File: config.mk
export PLATFORM = sky130hd
export DESIGN_NAME = reg_override_ctrl
export DESIGN_NICKNAME = d
export VERILOG_FILES = /design/src/rtl/reg_override_ctrl.sv
export SDC_FILE = /design/constraint.sdc
export NUM_CORES = 1
export LEC_CHECK = 0
export CAP_MARGIN = 25
export CORE_MARGIN = 2
export CORE_UTILIZATION = 40
export DETAILED_ROUTE_END_ITERATION = 10
export PLACE_DENSITY = 0.72
export SLEW_MARGIN = 20
export SYNTH_ARGS = -nofsm -noshare
export SYNTH_HDL_FRONTEND = slang
export SYNTH_SLANG_ARGS = --single-unit
File: constraint.sdc
create_clock -name clk -period 3.86 [get_ports clk]
set_input_delay 1.158 -clock clk [delete_from_list [all_inputs] [get_ports clk]]
set_output_delay 1.158 -clock clk [all_outputs]
set_load 0.005 [all_outputs]
File: src/rtl/reg_override_ctrl.sv
// Override arbiter for a W-bit state register: functional D/enable capture when idle,
// round-robin granted hold of a requester's value for a programmed number of cycles.
//
// state      | meaning
// -----------+-----------------------------------------------------------------
// ST_IDLE    | no override; q captures d_in on d_en; arbitrate pending requests
// ST_HOLD    | q frozen at the winner's latched value; gnt one-hot; cnt counts down
// ST_RELEASE | single cycle; gnt low, done high; pointer advances past the winner
module reg_override_ctrl #(
    parameter int W    = 8,
    parameter int NREQ = 4,
    parameter int CNTW = 8
) (
    input  logic                 clk,
    input  logic                 rstn,
    input  logic [W-1:0]         d_in,
    input  logic                 d_en,
    input  logic [NREQ-1:0]      req,
    input  logic [NREQ*W-1:0]    req_val,
    input  logic [NREQ*CNTW-1:0] req_len,
    output logic [NREQ-1:0]      gnt,
    output logic                 busy,
    output logic                 done,
    output logic [W-1:0]         q
);

    localparam int              IDXW     = (NREQ > 1) ? $clog2(NREQ) : 1;
    localparam logic [IDXW:0]   NREQ_W   = (IDXW + 1)'(NREQ);
    localparam logic [IDXW-1:0] LAST_IDX = IDXW'(NREQ - 1);

    typedef enum logic [1:0] {
        ST_IDLE    = 2'd0,
        ST_HOLD    = 2'd1,
        ST_RELEASE = 2'd2
    } state_t;

    state_t            state_q, state_d;
    logic [NREQ-1:0]   gnt_q, gnt_d;
    logic [W-1:0]      q_q, q_d;
    logic [CNTW-1:0]   cnt_q, cnt_d;
    logic [IDXW-1:0]   ptr_q, ptr_d;
    logic [IDXW-1:0]   win_q, win_d;

    logic [2*NREQ-1:0] req_dbl;
    logic [NREQ-1:0]   req_rot;
    logic [IDXW-1:0]   rot_off;
    logic [IDXW:0]     pick_sum;
    logic [IDXW-1:0]   pick_idx;
    logic [W-1:0]      pick_val;
    logic [CNTW-1:0]   pick_len;
    logic [CNTW-1:0]   hold_len;
    logic              win_req;
    logic [IDXW-1:0]   ptr_next;

    // Rotate requests so the pointer lands at bit 0; lowest set bit is the winner offset.
    always_comb begin
        req_dbl = {req, req} >> ptr_q;
        req_rot = req_dbl[NREQ-1:0];
        rot_off = '0;
        for (int j = NREQ - 1; j >= 0; j--) begin
            if (req_rot[j]) begin
                rot_off = IDXW'(j);
            end
        end
        pick_sum = {1'b0, ptr_q} + {1'b0, rot_off};
        if (pick_sum >= NREQ_W) begin
            pick_idx = IDXW'(pick_sum - NREQ_W);
        end else begin
            pick_idx = pick_sum[IDXW-1:0];
        end
    end

    always_comb begin
        pick_val = '0;
        pick_len = '0;
        win_req  = 1'b0;
        for (int i = 0; i < NREQ; i++) begin
            if (pick_idx == IDXW'(i)) begin
                pick_val = req_val[i*W +: W];
                pick_len = req_len[i*CNTW +: CNTW];
            end
            if (win_q == IDXW'(i)) begin
                win_req = req[i];
            end
        end
    end

    assign hold_len = (pick_len == '0) ? CNTW'(1) : pick_len;
    assign ptr_next = (win_q == LAST_IDX) ? '0 : win_q + IDXW'(1);

    always_comb begin
        state_d = state_q;
        gnt_d   = gnt_q;
        q_d     = q_q;
        cnt_d   = cnt_q;
        ptr_d   = ptr_q;
        win_d   = win_q;
        case (state_q)
            ST_IDLE: begin
                if (|req) begin
                    state_d = ST_HOLD;
                    gnt_d   = NREQ'(1) << pick_idx;
                    q_d     = pick_val;
                    cnt_d   = hold_len;
                    win_d   = pick_idx;
                end else if (d_en) begin
                    q_d = d_in;
                end
            end
            ST_HOLD: begin
                if (cnt_q != '0) begin
                    cnt_d = cnt_q - CNTW'(1);
                end
                // Owner dropping its request aborts the hold on the very next edge.
                if (!win_req || cnt_q <= CNTW'(1)) begin
                    state_d = ST_RELEASE;
                    gnt_d   = '0;
                    cnt_d   = '0;
                end
            end
            ST_RELEASE: begin
                state_d = ST_IDLE;
                gnt_d   = '0;
                ptr_d   = ptr_next;
                if (d_en) begin
                    q_d = d_in;
                end
            end
            default: begin
                state_d = ST_IDLE;
                gnt_d   = '0;
                cnt_d   = '0;
            end
        endcase
    end

    always_ff @(posedge clk or negedge rstn) begin
        if (!rstn) begin
            state_q <= ST_IDLE;
            gnt_q   <= '0;
            q_q     <= '0;
            cnt_q   <= '0;
            ptr_q   <= '0;
            win_q   <= '0;
        end else begin
            state_q <= state_d;
            gnt_q   <= gnt_d;
            q_q     <= q_d;
            cnt_q   <= cnt_d;
            ptr_q   <= ptr_d;
            win_q   <= win_d;
        end
    end

    assign gnt  = gnt_q;
    assign q    = q_q;
    assign busy = (state_q != ST_IDLE);
    assign done = (state_q == ST_RELEASE);

endmodule

==> results of run 1 <==
-- Yosys cell counts (all sizes together), types with 2 or more instances --
library cell | instances | area [um2]
a31oi | 2 | 12.5
o22ai | 13 | 81.3
mux2i | 11 | 110
xnor2 | 4 | 35.0
a21oi | 19 | 95.1
nor2b | 2 | 12.5
a21o | 8 | 60.1
a2111oi | 8 | 80.1
nor3b | 4 | 30.0
or4b | 2 | 20.0
mux4 | 2 | 45.0
nor3 | 13 | 70.1
a211oi | 2 | 15.0
or3b | 2 | 17.5
or4 | 2 | 15.0
nand2 | 30 | 113
nand2b | 11 | 68.8
or3 | 3 | 18.8
nand3 | 8 | 40.0
nand3b | 2 | 15.0
or2 | 2 | 12.5
clkbuf | 11 | 41.3
buf | 8 | 57.6
and3 | 8 | 50.1
inv | 9 | 33.8
ha | 7 | 87.6
o21ai | 21 | 105
dfrtp | 26 | 651
nor2 | 19 | 71.3
o221ai | 3 | 26.3
-- state kept, by name, indices dropped and copies added (netlist names) --
name     flops
cnt_q        8
q            8
gnt          4
ptr_q        2
state_q      2
win_q        2
-- worst reg2reg max path, cell delays in order, from the launching register on --
cell and delay (ns):
dfrtp_1 0.49, o21ai_0 0.19, a21oi_1 0.08, nor3_1 0.18, a21oi_1 0.07, ha_1 0.20
xnor2_1 0.13, or3_1 0.36, nand2_1 0.19, buf_4 0.18, mux2i_1 0.22, o22ai_1 0.11
a211o_1 0.23
-- power groups by stage --
stage          logic, uW  registers [uW]  clock network (uW)
2_1_floorplan       1260             497                   0
3_3_place_gp        1840             539                   0
3_5_place_dp        1870             543                   0
4_1_cts             1880             538                 162
5_1_grt             2110             566                 172
6_report            1910             546                 156
-- worst max path at each step --
stage | start | end
after floorplan | req[2] | q[0]
after global placement | req[0] | q[1]
after detailed placement | req[0] | q[1]
after CTS | req[0] | q[1]
after global routing | req[0] | q[5]
final | req[0] | cnt_q[4]
-- cells by family (layout without fill, tap and decap cells) --
| group | after synthesis | after routing | share of synthesized area, % |
|---|---|---|---|
| simple gates | 110 | 110 | 25.9 |
| fa+ha+maj | 7 | 7 | 3.98 |
| mux | 14 | 14 | 7.73 |
| buf+inv | 28 | 127 | 6.02 |
| compound gates | 84 | 84 | 24.9 |
| xor+xnor | 5 | 5 | 1.99 |
| flops | 26 | 26 | 29.5 |
-- routing by layer --
layer | global-route usage, % | share of wire (%) | vias to the layer above | wire [um]
met4 | 5.44 | 1.3 | 0 | 89
met2 | 35.6 | 46 | 95 | 3130
met5 | 0 | 0 | - | 0
met3 | 2.99 | 7.6 | 9 | 517
li1 | - | - | 1208 | -
met1 | 31.9 | 45 | 1127 | 3040
-- per-stage QoR --
| stage | utilization (%) | instance area [um2] | instances | hold WS (ns) |
|---|---|---|---|---|
| 4_1_cts | 61.8 | 3340 | 445 | 0.502 |
| 5_1_grt | 62.2 | 3360 | 445 | 0.533 |
| 2_1_floorplan | - | 2200 | 274 | 0.473 |
| 3_5_place_dp | 61.0 | 3300 | 442 | 0.481 |
| 3_3_place_gp | 61.0 | 3300 | 442 | 0.469 |
| 6_report | 62.2 | 3360 | 445 | 0.493 |
-- area by class of cell --
cell class | instances | area [um2]
sequential | 26 | 651
fill | 488 | 2040
multi-input combinational | 220 | 1440
clock buffer | 3 | 41.3
timing repair buffer | 115 | 1110
tap | 72 | 90.1
inverter | 9 | 33.8
-- timing repair --
item | 4_1_cts | 5_1_grt
endpoints found under the setup margin | 0 | 4
resized for setup | 0 | 4
buffers inserted | 0 | 0
==> flow_summary.yaml, run 1 <==
outcome:
  outcome: "completed"
setup_path:
  crit_type: "in2reg"
  crit_cells: 14
  critPathLaunchType: "input port"
  cpLargestDelayFamily: "compound AO/OA/AOI/OAI gates"
  crit_slowest_cell: "clkdlybuf4s50_1"
  regToRegEndpoint: "cnt_q[4]"
  endpoint_kind: "flop"
  worstRegToRegCells: 12
  r2r_slack_ns: 1.12
  crit_arrival_ns: 3.82
  r2r-start: "ptr_q[1]"
  path_cells: "clkdlybuf4s50_1, buf_4, o21ai_0, a21oi_1, a31oi_1, a21oi_1, ha_1, xnor2_1, or3_1, nand2_1, buf_4, mux2i_1, o22ai_1, a211o_1"
  crit_buf_inv: 3
  slowest_delay_ns: 0.42
  path_max_fanout: 6
  crit_required_ns: 4.03
timing:
  rsz0062_at_grt: "false"
  fin_crit_sh_pct: 94.7
  fmax_ghz: 0.274
  finClkSkew_ns: 0.00409
  layout_setup_ws_ns: 0.204
  hold_violations: 0
  finalCriticalPeriod_ns: 3.66
  finalSetupViolCount: 0
  worst_pin_slew_ns: 0.923
  fin_tns_setup_ns: 0
  relSlewSlack_pct: 38.2
  drv_slew: 0
worst_hold_path:
  worstHoldPathType: "reg2reg"
  hp-start: "gnt[2]"
  whs_path_depth: 2
  holdPathEnd: "gnt[2]"
global_routing:
  gr-total-overflow: 0
  grt_use_total_pct: 22.3
  grt_pass1_vias: 2290
  grt_max_degree: 32
  grt_antenna_before_repair: 0
  grt_pass1_wl_mm: 11.0
final_layout:
  drive_above_1_share_pct: 10.7
  diodes: 0
  final_nets: 461
  final_common_cell: "clkdlybuf4s50_1"
  final_cell_mix: "92 x clkdlybuf4s50_1, 30 x nand2_1, 26 x dfrtp_1"
  area_growth_pct: 52.6
logic_synthesis:
  yosysWarningCount: 0
  yosysSeqAreaShare_pct: 29.5
  synthCells: 274
  synth_edf_count: 0
  syn_area_per_cell_um2: 8.04
  synth_fp_nets: 360
  synthDistinctLibCells: 47
  syn_area_um2: 2200
  synth_seq_cells: 26
  synthArstFlopShare_pct: 100
  synth_top_flop_cell: "dfrtp_1"
power:
  power_density_nw_per_um2: 777
  p_sw_share_pct: 44.3
  pwr-share-clk_pct: 6.0
  pwr-share-seq_pct: 20.9
  totalPowerFinal_uw: 2610
  cellLeakagePower_uw: 0.00143
  p_int_uw: 1450
  combPwrFrac_pct: 73.1
  power_switching_uw: 1160
  peakVddDrop_mv: 0.463
die:
  io_pins: 93
  die_w_um: 78.2
  start_util_pct: 40.7
  die_area_um2: 6110
  coreArea_um2: 5410
  fp-row-count: 27
  die_h_um: 78.2
route:
  post_drt_wl_per_cell_um: 15.2
  drt_iter0_drc: 118
  ant_nets: 0
  finalWirelength_mm: 6.77
  drc: 0
  drtPass1Iterations: 4
  vias: 2439
  routed_via_density: 5.48
clock_network:
  cts_tree: "done"
  root_buffer: "clkbuf_8"
  clk_pin_slew_ns: 0.09
  cts_buffers: 3
  cts.path.max_buffers: 2
  clock_latency_ns: 0.27
  htreeDepth: 1
  clkSinkCount: 26
  ctsHoldBuffers: 0
placement:
  io_buffers: 92
  pre_cts_ws_ns: -0.0929
  gp_congestion: 0.859
  dp_hpwl_mm: 5.50
flow_run:
  cap_violations: 0
No activity file was read; power rests on OpenSTA's default activity.
==> run 2, diff against run 1 <==
--- a/config.mk
+++ b/config.mk
@@ -6,7 +6,7 @@
 export NUM_CORES = 1
 export LEC_CHECK = 0
 export CAP_MARGIN = 25
-export CORE_MARGIN = 2
+export CORE_MARGIN = 3
 export CORE_UTILIZATION = 40
 export DETAILED_ROUTE_END_ITERATION = 10
 export PLACE_DENSITY = 0.72
==> flow_summary.yaml, run 2 (synthesis gave the netlist of run 1 again) <==
outcome:
  outcome: "completed"
global_routing:
  grt_pass1_vias: 2452
  gr-total-overflow: 0
  grt_max_degree: 29
  grt.busiest_layer: "met2"
  grt_use_total_pct: 22.6
  use_met2_pct: 37.3
  use_met1_pct: 32.2
  use_met3_pct: 2.02
  grt_antenna_before_repair: 0
  grt_pass1_wl_mm: 11.6
clock_network:
  clk_pin_slew_ns: 0.10
  clkSinkCount: 26
  cts_buffers: 3
  htreeDepth: 1
  cts_tree: "done"
  ctsHoldBuffers: 0
  postCtsSetupBuffers: 0
  root_buffer: "clkbuf_8"
  cts.path.max_buffers: 2
  clock_latency_ns: 0.28
placement:
  placed_cell_area_um2: 3300
  gp_congestion: 0.971
  dp_hpwl_mm: 5.75
  io_buffers: 92
setup_path:
  crit_required_ns: 4.02
  crit_arrival_ns: 3.87
  worstRegToRegCells: 12
  r2r-start: "ptr_q[1]"
  crit_top_cell: "a21oi_1"
  regToRegEndpoint: "q[5]"
  crit_buf_inv: 3
  path_max_fanout: 12
  path_cells: "clkdlybuf4s50_1, buf_4, o21ai_0, a21oi_1, a31oi_1, a21oi_1, ha_1, xnor2_1, or3_4, and2_4, buf_12, and3_1, a2111oi_1, nor2_1"
  crit_type: "in2reg"
  endpoint_kind: "flop"
  slowest_delay_ns: 0.43
  r2r_slack_ns: 1.04
  crit_slowest_cell: "clkdlybuf4s50_1"
  critPathLaunchType: "input port"
  cpLargestDelayFamily: "compound AO/OA/AOI/OAI gates"
final_layout:
  seq_area_um2: 651
  multiInputGateArea_um2: 1450
  nFillCells: 459
  diodes: 0
  final_common_cell: "clkdlybuf4s50_1"
  utilization_pct: 65.4
  postLayoutCellArea_um2: 3400
  final_nets: 460
  area_growth_pct: 54.5
  final_cell_mix: "92 x clkdlybuf4s50_1, 30 x nand2_1, 26 x dfrtp_1"
  drive_above_1_share_pct: 11.3
worst_hold_path:
  holdPathEnd: "gnt[1]"
  hp-start: "gnt[1]"
  worstHoldPathType: "reg2reg"
  whs_path_depth: 2
die:
  die_w_um: 80.2
  coreArea_um2: 5200
  die_h_um: 80.2
  fp-row-count: 26
  io_pins: 93
  start_util_pct: 42.3
  die_area_um2: 6430
timing:
  worst_pin_slew_ns: 0.887
  finalSetupViolCount: 0
  drv_slew: 0
  relSlewSlack_pct: 40.6
  fmax_ghz: 0.270
  finClkSkew_ns: 0.00333
  finalCriticalPeriod_ns: 3.71
  fin_crit_sh_pct: 96.1
  rsz0062_at_grt: "false"
  hold_violations: 0
power:
  cellLeakagePower_uw: 0.00145
  totalPowerFinal_uw: 2750
  peakVddDrop_mv: 0.372
  power_density_nw_per_um2: 807
route:
  routed_via_density: 5.57
  drc: 0
  finalWirelength_mm: 7.35
  vias: 2467
  post_drt_wl_per_cell_um: 16.6
  ant_nets: 0
  drt_iter0_drc: 124
  drtPass1Iterations: 4
flow_run:
  cap_violations: 0
## run 2: worst max-delay path by stage
| stage | from | to | slack (ns) | depth (start not counted) |
|---|---|---|---|---|
| 4_1_cts | req[0] | q[5] | 0.12 | 14 |
| 6_report | req[0] | q[5] | 0.15 | 14 |
| 3_5_place_dp | req[0] | q[5] | -0.16 | 14 |
| 2_1_floorplan | req[2] | q[0] | 0.33 | 15 |
| 3_3_place_gp | req[0] | q[0] | -0.07 | 14 |
| 5_1_grt | req[0] | cnt_q[0] | 0.02 | 13 |
## run 2: metal layers
layer  vias to the layer above  routed length, um
met5                         -                  0
met4                         0                 68
met3                         8                392
met2                        81               3620
met1                      1170               3270
li1                       1208                  -
## run 2: final cells by class
class                   instances  share of cell area (%)
multi-input cells             220                    42.6
repair buffers                114                    32.6
flip-flops and latches         26                    19.1
well taps                      70                    2.57
clock buffers                   3                    1.21
inverters                       9                   0.993
clock inverters                 1                   0.882
## run 2: worst register-to-register path: cells and delay by family, from the launching register on
kind	cells	cell delay, ns
fa+ha+maj	1	0.22
compound gates	4	0.71
buf+inv	1	0.14
simple gates	5	0.99
flops	1	0.51
xor+xnor	1	0.16
## run 2: timing repair
item                                    CTS  global route
gates resized for setup                   0             6
endpoints found under the setup margin    0             6
endpoints found under the hold margin     0             0
## run 2: report_power, final
part	switching [uW]	internal [uW]	leakage [uW]	total, uW
Clock	96.5	139	0.0000357	235
Combinational	958	997	0.00109	1960
Sequential	154	403	0.000329	557
## run 2: per-stage QoR
step	TNS, ns	std cells	hold WS, ns	worst slack (ns)
final	0	443	0.501	0.152
after global routing	0	443	0.536	0.0241
after CTS	0	443	0.502	0.120
after detailed placement	-1.47	439	0.479	-0.157
after global placement	-0.504	439	0.470	-0.0708
after floorplan	0	274	0.473	0.330
